--- config.mk ---
export PLATFORM = sky130hd
export DESIGN_NAME = adc_sequencer
export DESIGN_NICKNAME = d
export VERILOG_FILES = /design/src/rtl/adc_sequencer.sv
export SDC_FILE = /design/constraint.sdc
export NUM_CORES = 1
export LEC_CHECK = 0
export BUFFER_PORTS_ARGS = -buffer_cell sky130_fd_sc_hd__buf_2
export CAP_MARGIN = 10
export CORE_MARGIN = 1.5
export CORE_UTILIZATION = 39
export CTS_CLUSTER_DIAMETER = 60
export CTS_CLUSTER_SIZE = 30
export DETAILED_ROUTE_END_ITERATION = 8
export GPL_TIMING_DRIVEN = 0
export PLACE_DENSITY = 0.69
export SYNTH_ARGS = -nofsm -noshare
export SYNTH_HDL_FRONTEND = slang
export SYNTH_SLANG_ARGS = --single-unit
--- constraint.sdc ---
create_clock -name clk -period 2.35 [get_ports clk]
set_clock_uncertainty 0.15 [all_clocks]
set_input_delay 0.235 -clock clk [delete_from_list [all_inputs] [get_ports clk]]
set_output_delay 0.235 -clock clk [all_outputs]
set_load 0.05 [all_outputs]
--- src/rtl/adc_sequencer.sv ---
// rtl/adc_sequencer.sv - SAR ADC phase sequencer: init/sample/compare/update timing and result handshake
module adc_sequencer #(
  parameter int MAXBITS = 16,
  parameter int SAMPW   = 8
) (
  input  logic               clk,
  input  logic               rst,
  input  logic               start,
  input  logic               cfg_continuous,
  input  logic [SAMPW-1:0]   cfg_samp_cycles,
  input  logic [4:0]         cfg_comp_cycles,
  input  logic               comp_out,
  output logic               seq_init,
  output logic               seq_samp,
  output logic               seq_comp,
  output logic               seq_update,
  output logic               busy,
  output logic [MAXBITS-1:0] result_data,
  output logic               result_valid,
  input  logic               result_ready,
  output logic               overrun
);

  localparam int NW = $clog2(MAXBITS + 1);

  // One-hot so every phase output is a direct copy of a state flop.
  typedef enum logic [5:0] {
    IDLE = 6'b000001,
    INIT = 6'b000010,
    SAMP = 6'b000100,
    COMP = 6'b001000,
    UPD  = 6'b010000,
    DONE = 6'b100000
  } state_t;

  state_t state, next_state;

  logic [SAMPW-1:0]   s_lat, samp_cnt, s_cfg;
  logic [NW-1:0]      n_lat, bit_cnt, n_cfg;
  logic [MAXBITS-1:0] sr;
  logic               latch, load;

  always_comb begin
    s_cfg = (cfg_samp_cycles == '0) ? SAMPW'(1) : cfg_samp_cycles;
    if (cfg_comp_cycles == 5'd0)
      n_cfg = NW'(1);
    else if (32'(cfg_comp_cycles) > MAXBITS)
      n_cfg = NW'(MAXBITS);
    else
      n_cfg = NW'(cfg_comp_cycles);
  end

  assign latch = ((state == IDLE) && start) || ((state == DONE) && cfg_continuous);
  assign load  = (state == UPD) && (bit_cnt == n_lat);

  always_ff @(posedge clk or posedge rst) begin
    if (rst) state <= IDLE;
    else     state <= next_state;
  end

  always_comb begin
    next_state = state;
    unique case (state)
      IDLE:    if (start) next_state = INIT;
      INIT:    next_state = SAMP;
      SAMP:    if (samp_cnt == s_lat - SAMPW'(1)) next_state = COMP;
      COMP:    next_state = UPD;
      UPD:     next_state = (bit_cnt == n_lat) ? DONE : COMP;
      DONE:    next_state = cfg_continuous ? INIT : IDLE;
      default: next_state = IDLE;
    endcase
  end

  always_comb begin
    seq_init   = (state == INIT);
    seq_samp   = (state == SAMP);
    seq_comp   = (state == COMP);
    seq_update = (state == UPD);
    busy       = (state != IDLE);
  end

  always_ff @(posedge clk or posedge rst) begin
    if (rst) begin
      s_lat        <= '0;
      n_lat        <= '0;
      samp_cnt     <= '0;
      bit_cnt      <= '0;
      sr           <= '0;
      result_data  <= '0;
      result_valid <= 1'b0;
      overrun      <= 1'b0;
    end else begin
      if (latch) begin
        s_lat   <= s_cfg;
        n_lat   <= n_cfg;
        sr      <= '0;
        bit_cnt <= '0;
      end
      if (state == INIT)
        samp_cnt <= '0;
      else if (state == SAMP)
        samp_cnt <= samp_cnt + SAMPW'(1);
      // Bits above N stay zero because sr is cleared at latch and shifted only N times.
      if (state == COMP) begin
        sr      <= {sr[MAXBITS-2:0], comp_out};
        bit_cnt <= bit_cnt + NW'(1);
      end
      if (load) begin
        result_data  <= sr;
        result_valid <= 1'b1;
        if (result_valid && !result_ready)
          overrun <= 1'b1;
      end else if (result_valid && result_ready) begin
        result_valid <= 1'b0;
      end
    end
  end

endmodule

==> flow_summary.yaml, run 1 <==
global_route:
  antenna_found_initial: 0
  grt-ovfl-total: 0
  grt_pass1_wl_um: 10940
  grt_max_degree: 36
  grt_pass1_vias: 2370
  gr-usage-all-layers_pct: 16.67
floorplan:
  dieArea_sq_um: 8388
  fp.dieW_um: 91.59
  io_pins: 42
  die_h_um: 91.59
  num_rows: 32
  core_area_sq_um: 7647
  start_util_pct: 40.02
pwr:
  p_leak_nw: 1.848
  ir_drop_v: 0.0005239
  powerDensity_nw_per_um2: 885.0
cts:
  clock-root-buffer: "clkbuf_8"
  clk_pin_slew_ns: 0.07
  clockBufferDepth: 2
  cts.sinks: 66
  h-tree-depth: 3
  cts_tree: "yes"
  cts_buffers: 9
  clkLatencyLatePin_ns: 0.34
layout:
  final_core_util_pct: 49.92
  diodes: 0
  drive_above_1_share_pct: 27.47
  num-nets-final: 392
  synthToLayoutAreaGrowth_pct: 24.73
synthesis:
  synthMuxAreaShare_pct: 6.214
  synth_top_family_by_area: "simple AND/OR/NAND/NOR gates"
  synth-seq-cells: 66
  netlist_area_sq_um: 3060
  synth-xor-area-share_pct: 6.582
  syn_area_per_cell_sq_um: 10.27
  synth_compound_area_share_pct: 8.299
  yosys_warnings: 0
  synth_edf_count: 0
  synth_nets: 320
  synth_adder_area_share_pct: 1.226
  ys.flop_type: "dfrtp_1"
  seq_area_frac_synth_pct: 54.01
  ys_async_sr_fraction_pct: 100.0
  synth_simple_gate_area_share_pct: 20.85
  yosysUniqueCellTypes: 43
  postSynthCellCount: 298
sta:
  rsz0062_at_grt: "false"
  final-setup-viol-count: 0
  fmax_mhz: 446.9
  fin_crit_ns: 2.238
  slew_headroom_pct: 52.49
  hold_violations: 0
  min_period_over_period_pct: 95.22
  drv_slew: 0
  tightest_slew_ns: 0.7116
  hold_ws_ns: 0.03627
place:
  port_buffers: 41
  hpwl_um: 4346
  place.gp.congestion: 0.7659
route:
  avgViaCountPerCell: 4.956
  first_pass_iters: 4
  first_iter_violations: 92
  vias: 2364
  wl_per_cell_um: 13.22
  ant_nets: 0
  drc: 0
  wirelength_um: 6308
worst_setup_path:
  worst_ep_arrival_time_ns: 1.85
  crit_path_end_kind: "output port"
  cp-start-kind: "register"
  cp_max_fo: 7
  cp.required_ns: 1.97
  crit_type: "reg2out"
run_status:
  outcome: "complete, no violations"
run:
  drv_cap: 0
worst_hold_path:
  hold_path_class: "in2reg"
[sequential cells by signal, summed over array words and instances, names as in the netlist]
name,flops
result_data,16
sr,16
s_lat,8
samp_cnt,8
state,6
bit_cnt,5
n_lat,5
overrun,1
result_valid,1
[layout make-up]
type	instances	area, sq um
clock buffer	9	123.9
clock inverter	7	51.30
timing repair buffer	61	410.4
fill	733	3830
tap	102	127.6
inverter	10	37.54
buffer	10	55.05
multi-input combinational	212	1358
sequential	66	1654
[synth_stat cells, drive strengths merged (2+ instances only)]
| master | instances | area (sq um) |
|---|---|---|
| nand2 | 72 | 272.8 |
| dfrtp | 65 | 1627 |
| o21ai | 21 | 105.1 |
| mux2 | 16 | 180.2 |
| nor2 | 16 | 60.06 |
| xor2 | 12 | 105.1 |
| xnor2 | 11 | 96.34 |
| inv | 9 | 33.78 |
| nand3 | 7 | 35.03 |
| nor3 | 7 | 35.03 |
| clkbuf | 6 | 22.52 |
| nand3b | 5 | 37.54 |
| nand4 | 5 | 31.28 |
| nor4 | 5 | 61.31 |
| buf | 4 | 26.27 |
| or4 | 4 | 31.28 |
| a21oi | 3 | 15.01 |
| ha | 3 | 37.54 |
| nand2b | 3 | 18.77 |
| a2111oi | 2 | 30.03 |
| nor2b | 2 | 12.51 |
| o211ai | 2 | 15.01 |
| or3b | 2 | 17.52 |
[kinds of logic after synthesis]
group	Yosys count
and+or+nand+nor	131
DFF	66
muxes	17
AOI/OAI and AO/OA	38
buffers and inverters	20
xor gates and xnor gates	23
adders and majority gates	3
[path summary, 6_finish.rpt]
check	from	end	slack (ns)	cells after the start
min in group asynchronous	rst	s_lat[5]$_DFFE_PP0P_	0.40	3
min reg2reg	overrun$_DFFE_PP0P_	overrun$_DFFE_PP0P_	0.32	1
max in group asynchronous	rst	state[0]$_DFFE_PP1P_	0.97	4
min	result_ready	result_valid$_DFFE_PP0P_	0.04	3
max reg2reg	state[0]$_DFFE_PP1P_	s_lat[1]$_DFFE_PP0P_	0.13	6
max	state[3]$_DFFE_PP0P_	seq_init	0.11	3
[where the power goes]
part,switching (W),total [W],internal [W]
clock,0.000468,0.000857,0.000389
sequential,0.000188,0.00148,0.00129
combinational,0.000617,0.00104,0.000425
total,0.00127,0.00338,0.00211
[through the flow]
stage / TNS, ns / setup slack, ns / cells / cell area (sq um) / total power, W
after floorplan: 0 / 0.1289 / 298 / 3067 / 0.002228
after global placement: -34.89 / -0.5120 / 441 / 3400 / 0.002421
after detailed placement: -2.373 / -0.2467 / 442 / 3420 / 0.002465
after CTS: 0 / 0.0004190 / 475 / 3775 / 0.003378
after global routing: 0 / 0.003679 / 477 / 3817 / 0.003594
final: 0 / 0.1124 / 477 / 3817 / 0.003379
[per-layer routing]
metal  wire (um)  global-route usage (%)  share of wire (%)
met1        2802                   20.55                 44
met2        3168                   27.55                 50
met3         228                   3.853                3.6
met4         108                   7.813                1.7
met5           0                       0                  0
[critical path: stages, from the launching register on]
cell	delay, ns
dfrtp_1	0.47
or4_4	0.58
nor3b_4	0.23
buf_4	0.23
[timing repair]
action                                 in CTS  in global routing
gates resized for setup                     5                  7
setup endpoints to repair                  20                 20
setup buffers                               2                  2
pin swaps                                   2                  2
endpoints found under the hold margin      46                  0
hold buffers                               15                  0
[placed cells by master, fill, tap and decap left out, types with 3 or more instances in the layout]
| cell | Yosys | layout |
|---|---|---|
| o21ai_0 | 21 | 21 |
| xor2_1 | 12 | 12 |
| ha_1 | 3 | 3 |
| dfrtp_1 | 65 | 64 |
| inv_1 | 9 | 8 |
| buf_2 | 3 | 41 |
| mux2_2 | 16 | 16 |
| dlygate4sd3_1 | 0 | 15 |
| clkbuf_8 | 0 | 9 |
| inv_6 | 0 | 3 |
| nand4_1 | 5 | 5 |
| clkbuf_1 | 6 | 5 |
| nand3b_1 | 5 | 5 |
| a21oi_1 | 3 | 3 |
| nand3_1 | 7 | 7 |
| nand2b_1 | 3 | 3 |
| nor2_1 | 16 | 15 |
| nand2_1 | 71 | 71 |
| nor3_1 | 7 | 6 |
| xnor2_1 | 11 | 11 |
| buf_4 | 0 | 6 |
(Power assumes the default switching activity.)
==> run 2: changes to the inputs <==
--- a/config.mk
+++ b/config.mk
@@ -5,6 +5,7 @@
 export SDC_FILE = /design/constraint.sdc
 export NUM_CORES = 1
 export LEC_CHECK = 0
+export ABC_AREA = 1
 export BUFFER_PORTS_ARGS = -buffer_cell sky130_fd_sc_hd__buf_2
 export CAP_MARGIN = 10
 export CORE_MARGIN = 1.5
==> run 2 against run 1 <==
Net effect:
- critical path type unchanged
- final cell count rose by 9.2%
- fmax fell by 0.78%
- register-to-register slack improved by 0.44 ns
- area after synthesis rose by 0.16%
- sequential power fell by 3%
==> flow_summary.yaml, run 2 <==
synthesis:
  yosys-top-cells-area: "dfrtp_1 53%, nand2_1 9.6%, inv_1 6.5%, o21ai_1 3.9%, nor2_1 3.1%"
  synthTopCellsByCount: "78 x nand2_1, 65 x dfrtp_1, 53 x inv_1, 25 x nor2_1, 24 x o21ai_1"
  ys.flop_type: "dfrtp_1"
  postSynthCellCount: 347
  synth_edf_count: 0
  ys_async_sr_fraction_pct: 100.0
  synth-seq-cells: 66
  synth_top_area_cell: "dfrtp_1"
  yosysUniqueCellTypes: 37
  yosys_warnings: 0
  synth_most_common_cell: "nand2_1"
  synth_nets: 369
  netlist_area_sq_um: 3065
  syn_area_per_cell_sq_um: 8.834
  seq_area_frac_synth_pct: 53.92
  yosysTopAreaCellShare_pct: 53.06
layout:
  final_cell_mix: "78 x nand2_1, 65 x dfrtp_1, 52 x inv_1"
  layout_commonest_cell: "nand2_1"
  diodes: 0
  reg_top3: "result_data (16), sr (16)"
  final_area_sq_um: 3764
  stdcell_count: 521
  num-nets-final: 436
  synthToLayoutAreaGrowth_pct: 22.78
  drive_above_1_share_pct: 21.24
place:
  hpwl_um: 4380
  place.gp.congestion: 0.7848
  port_buffers: 41
  dp_cells: 491
  placed_area_sq_um: 3418
  pre_cts_slack_ns: 0.4541
cts:
  h-tree-depth: 3
  clkLatencyLatePin_ns: 0.34
  clk_pin_slew_ns: 0.07
  cts.sinks: 66
  cts_buffers: 9
  cts_tree: "yes"
  clock-root-buffer: "clkbuf_8"
  clockBufferDepth: 2
  cts_resized: 0
worst_setup_path:
  cp_max_fo: 10
  rr_startpoint: "s_lat[0]$_DFFE_PP0P_"
  cp.required_ns: 1.97
  cp-start-kind: "register"
  crit_type: "reg2out"
  crit_path_end_kind: "output port"
  cp-startpoint: "state[5]$_DFFE_PP0P_"
  worst_ep_arrival_time_ns: 1.87
sta:
  drv_slew: 0
  hold_violations: 0
  min_period_over_period_pct: 95.96
  setup_ws_ns: 0.09490
  slew_headroom_pct: 42.61
  tightest_slew_ns: 0.8596
  rsz0062_at_grt: "false"
  fin_crit_ns: 2.255
  final-setup-viol-count: 0
  fmax_mhz: 443.4
global_route:
  antenna_found_initial: 0
  grt_pass1_vias: 2411
  gr-usage-all-layers_pct: 16.28
  grt-ovfl-total: 0
  grt_max_degree: 41
  grt_pass1_wl_um: 10690
floorplan:
  die_h_um: 91.66
  dieArea_sq_um: 8401
  start_util_pct: 40.09
  num_rows: 32
  fp.dieW_um: 91.66
  io_pins: 42
  core_area_sq_um: 7647
route:
  vias: 2493
  wirelength_um: 6338
  ant_nets: 0
  first_iter_violations: 161
  first_pass_iters: 4
  avgViaCountPerCell: 4.785
  drc: 0
  wl_per_cell_um: 12.17
run:
  drv_cap: 0
pwr:
  powerDensity_nw_per_um2: 964.9
  ir_drop_v: 0.0002943
  p_leak_nw: 1.903
  fin_total_pwr_w: 0.003631
worst_hold_path:
  min_from: "cfg_samp_cycles[2]"
  hold_path_class: "in2reg"
run_status:
  outcome: "complete, no violations"
==> run 2: metrics by stage <==
stage	TNS [ns]	hold slack [ns]	utilization, %
final	0	0.02656	49.21
after CTS	0	0.002087	49.21
after floorplan	0	0.2016	-
after detailed placement	0	0.3068	44.70
after global placement	-29.57	0.3088	44.44
after global routing	0	0.01522	49.21
==> run 2: routing by layer <==
metal  part of all wire (%)  up-vias  track usage [%]
met5                      0        -                0
met4                    2.4        0            7.552
met3                    3.1       13            4.643
met2                     47       43            26.43
met1                     47     1191            20.04
li1                       -     1246                -
==> run 2: worst paths after layout <==
check / to / slack, ns / cells after the start
setup / recovery: seq_init / 0.09 / 4
hold / removal: s_lat[2]$_DFFE_PP0P_ / 0.03 / 3
setup reg to reg: state[3]$_DFFE_PP0P_ / 0.57 / 13
hold reg to reg: overrun$_DFFE_PP0P_ / 0.34 / 1
max in group asynchronous: s_lat[6]$_DFFE_PP0P_ / 0.96 / 4
min in group asynchronous: result_data[7]$_DFFE_PP0P_ / 0.46 / 3
==> run 2: logic make-up after synthesis <==
| kind of cell | Yosys count | synth area share (%) |
|---|---|---|
| simple gates | 141 | 21.47 |
| flops | 66 | 53.92 |
| buf+inv | 65 | 8.857 |
| compound gates | 62 | 11.63 |
| xor+xnor | 9 | 2.571 |
| fa+ha+maj | 3 | 1.225 |
| mux | 1 | 0.3265 |
==> run 2: worst max-delay path, cell delays in order (launching register included) <==
cell,delay [ns]
dfrtp_1,0.44
nor2_4,0.19
nand4_1,0.38
inv_1,0.23
buf_2,0.29
==> run 2: final cells by class <==
class / instances / area (sq um)
Inverter: 57 / 216.5
Sequential cell: 66 / 1653
Clock inverter: 4 / 50.05
Fill cell: 734 / 3884
Clock buffer: 12 / 155.1
Timing Repair Buffer: 56 / 365.4
Buffer: 8 / 55.05
Multi-Input combinational cell: 216 / 1141
Tap cell: 102 / 127.6
==> run 2: power breakdown <==
part / internal (W) / total (W) / switching, W
clock network: 0.000546 / 0.000977 / 0.000430
registers: 0.00130 / 0.00144 / 0.000135
logic: 0.000439 / 0.00122 / 0.000780
==> run 2: timing repair <==
item | CTS | global route
hold buffers | 14 | 0
hold endpoints to repair | 51 | 0
setup buffers | 0 | 0
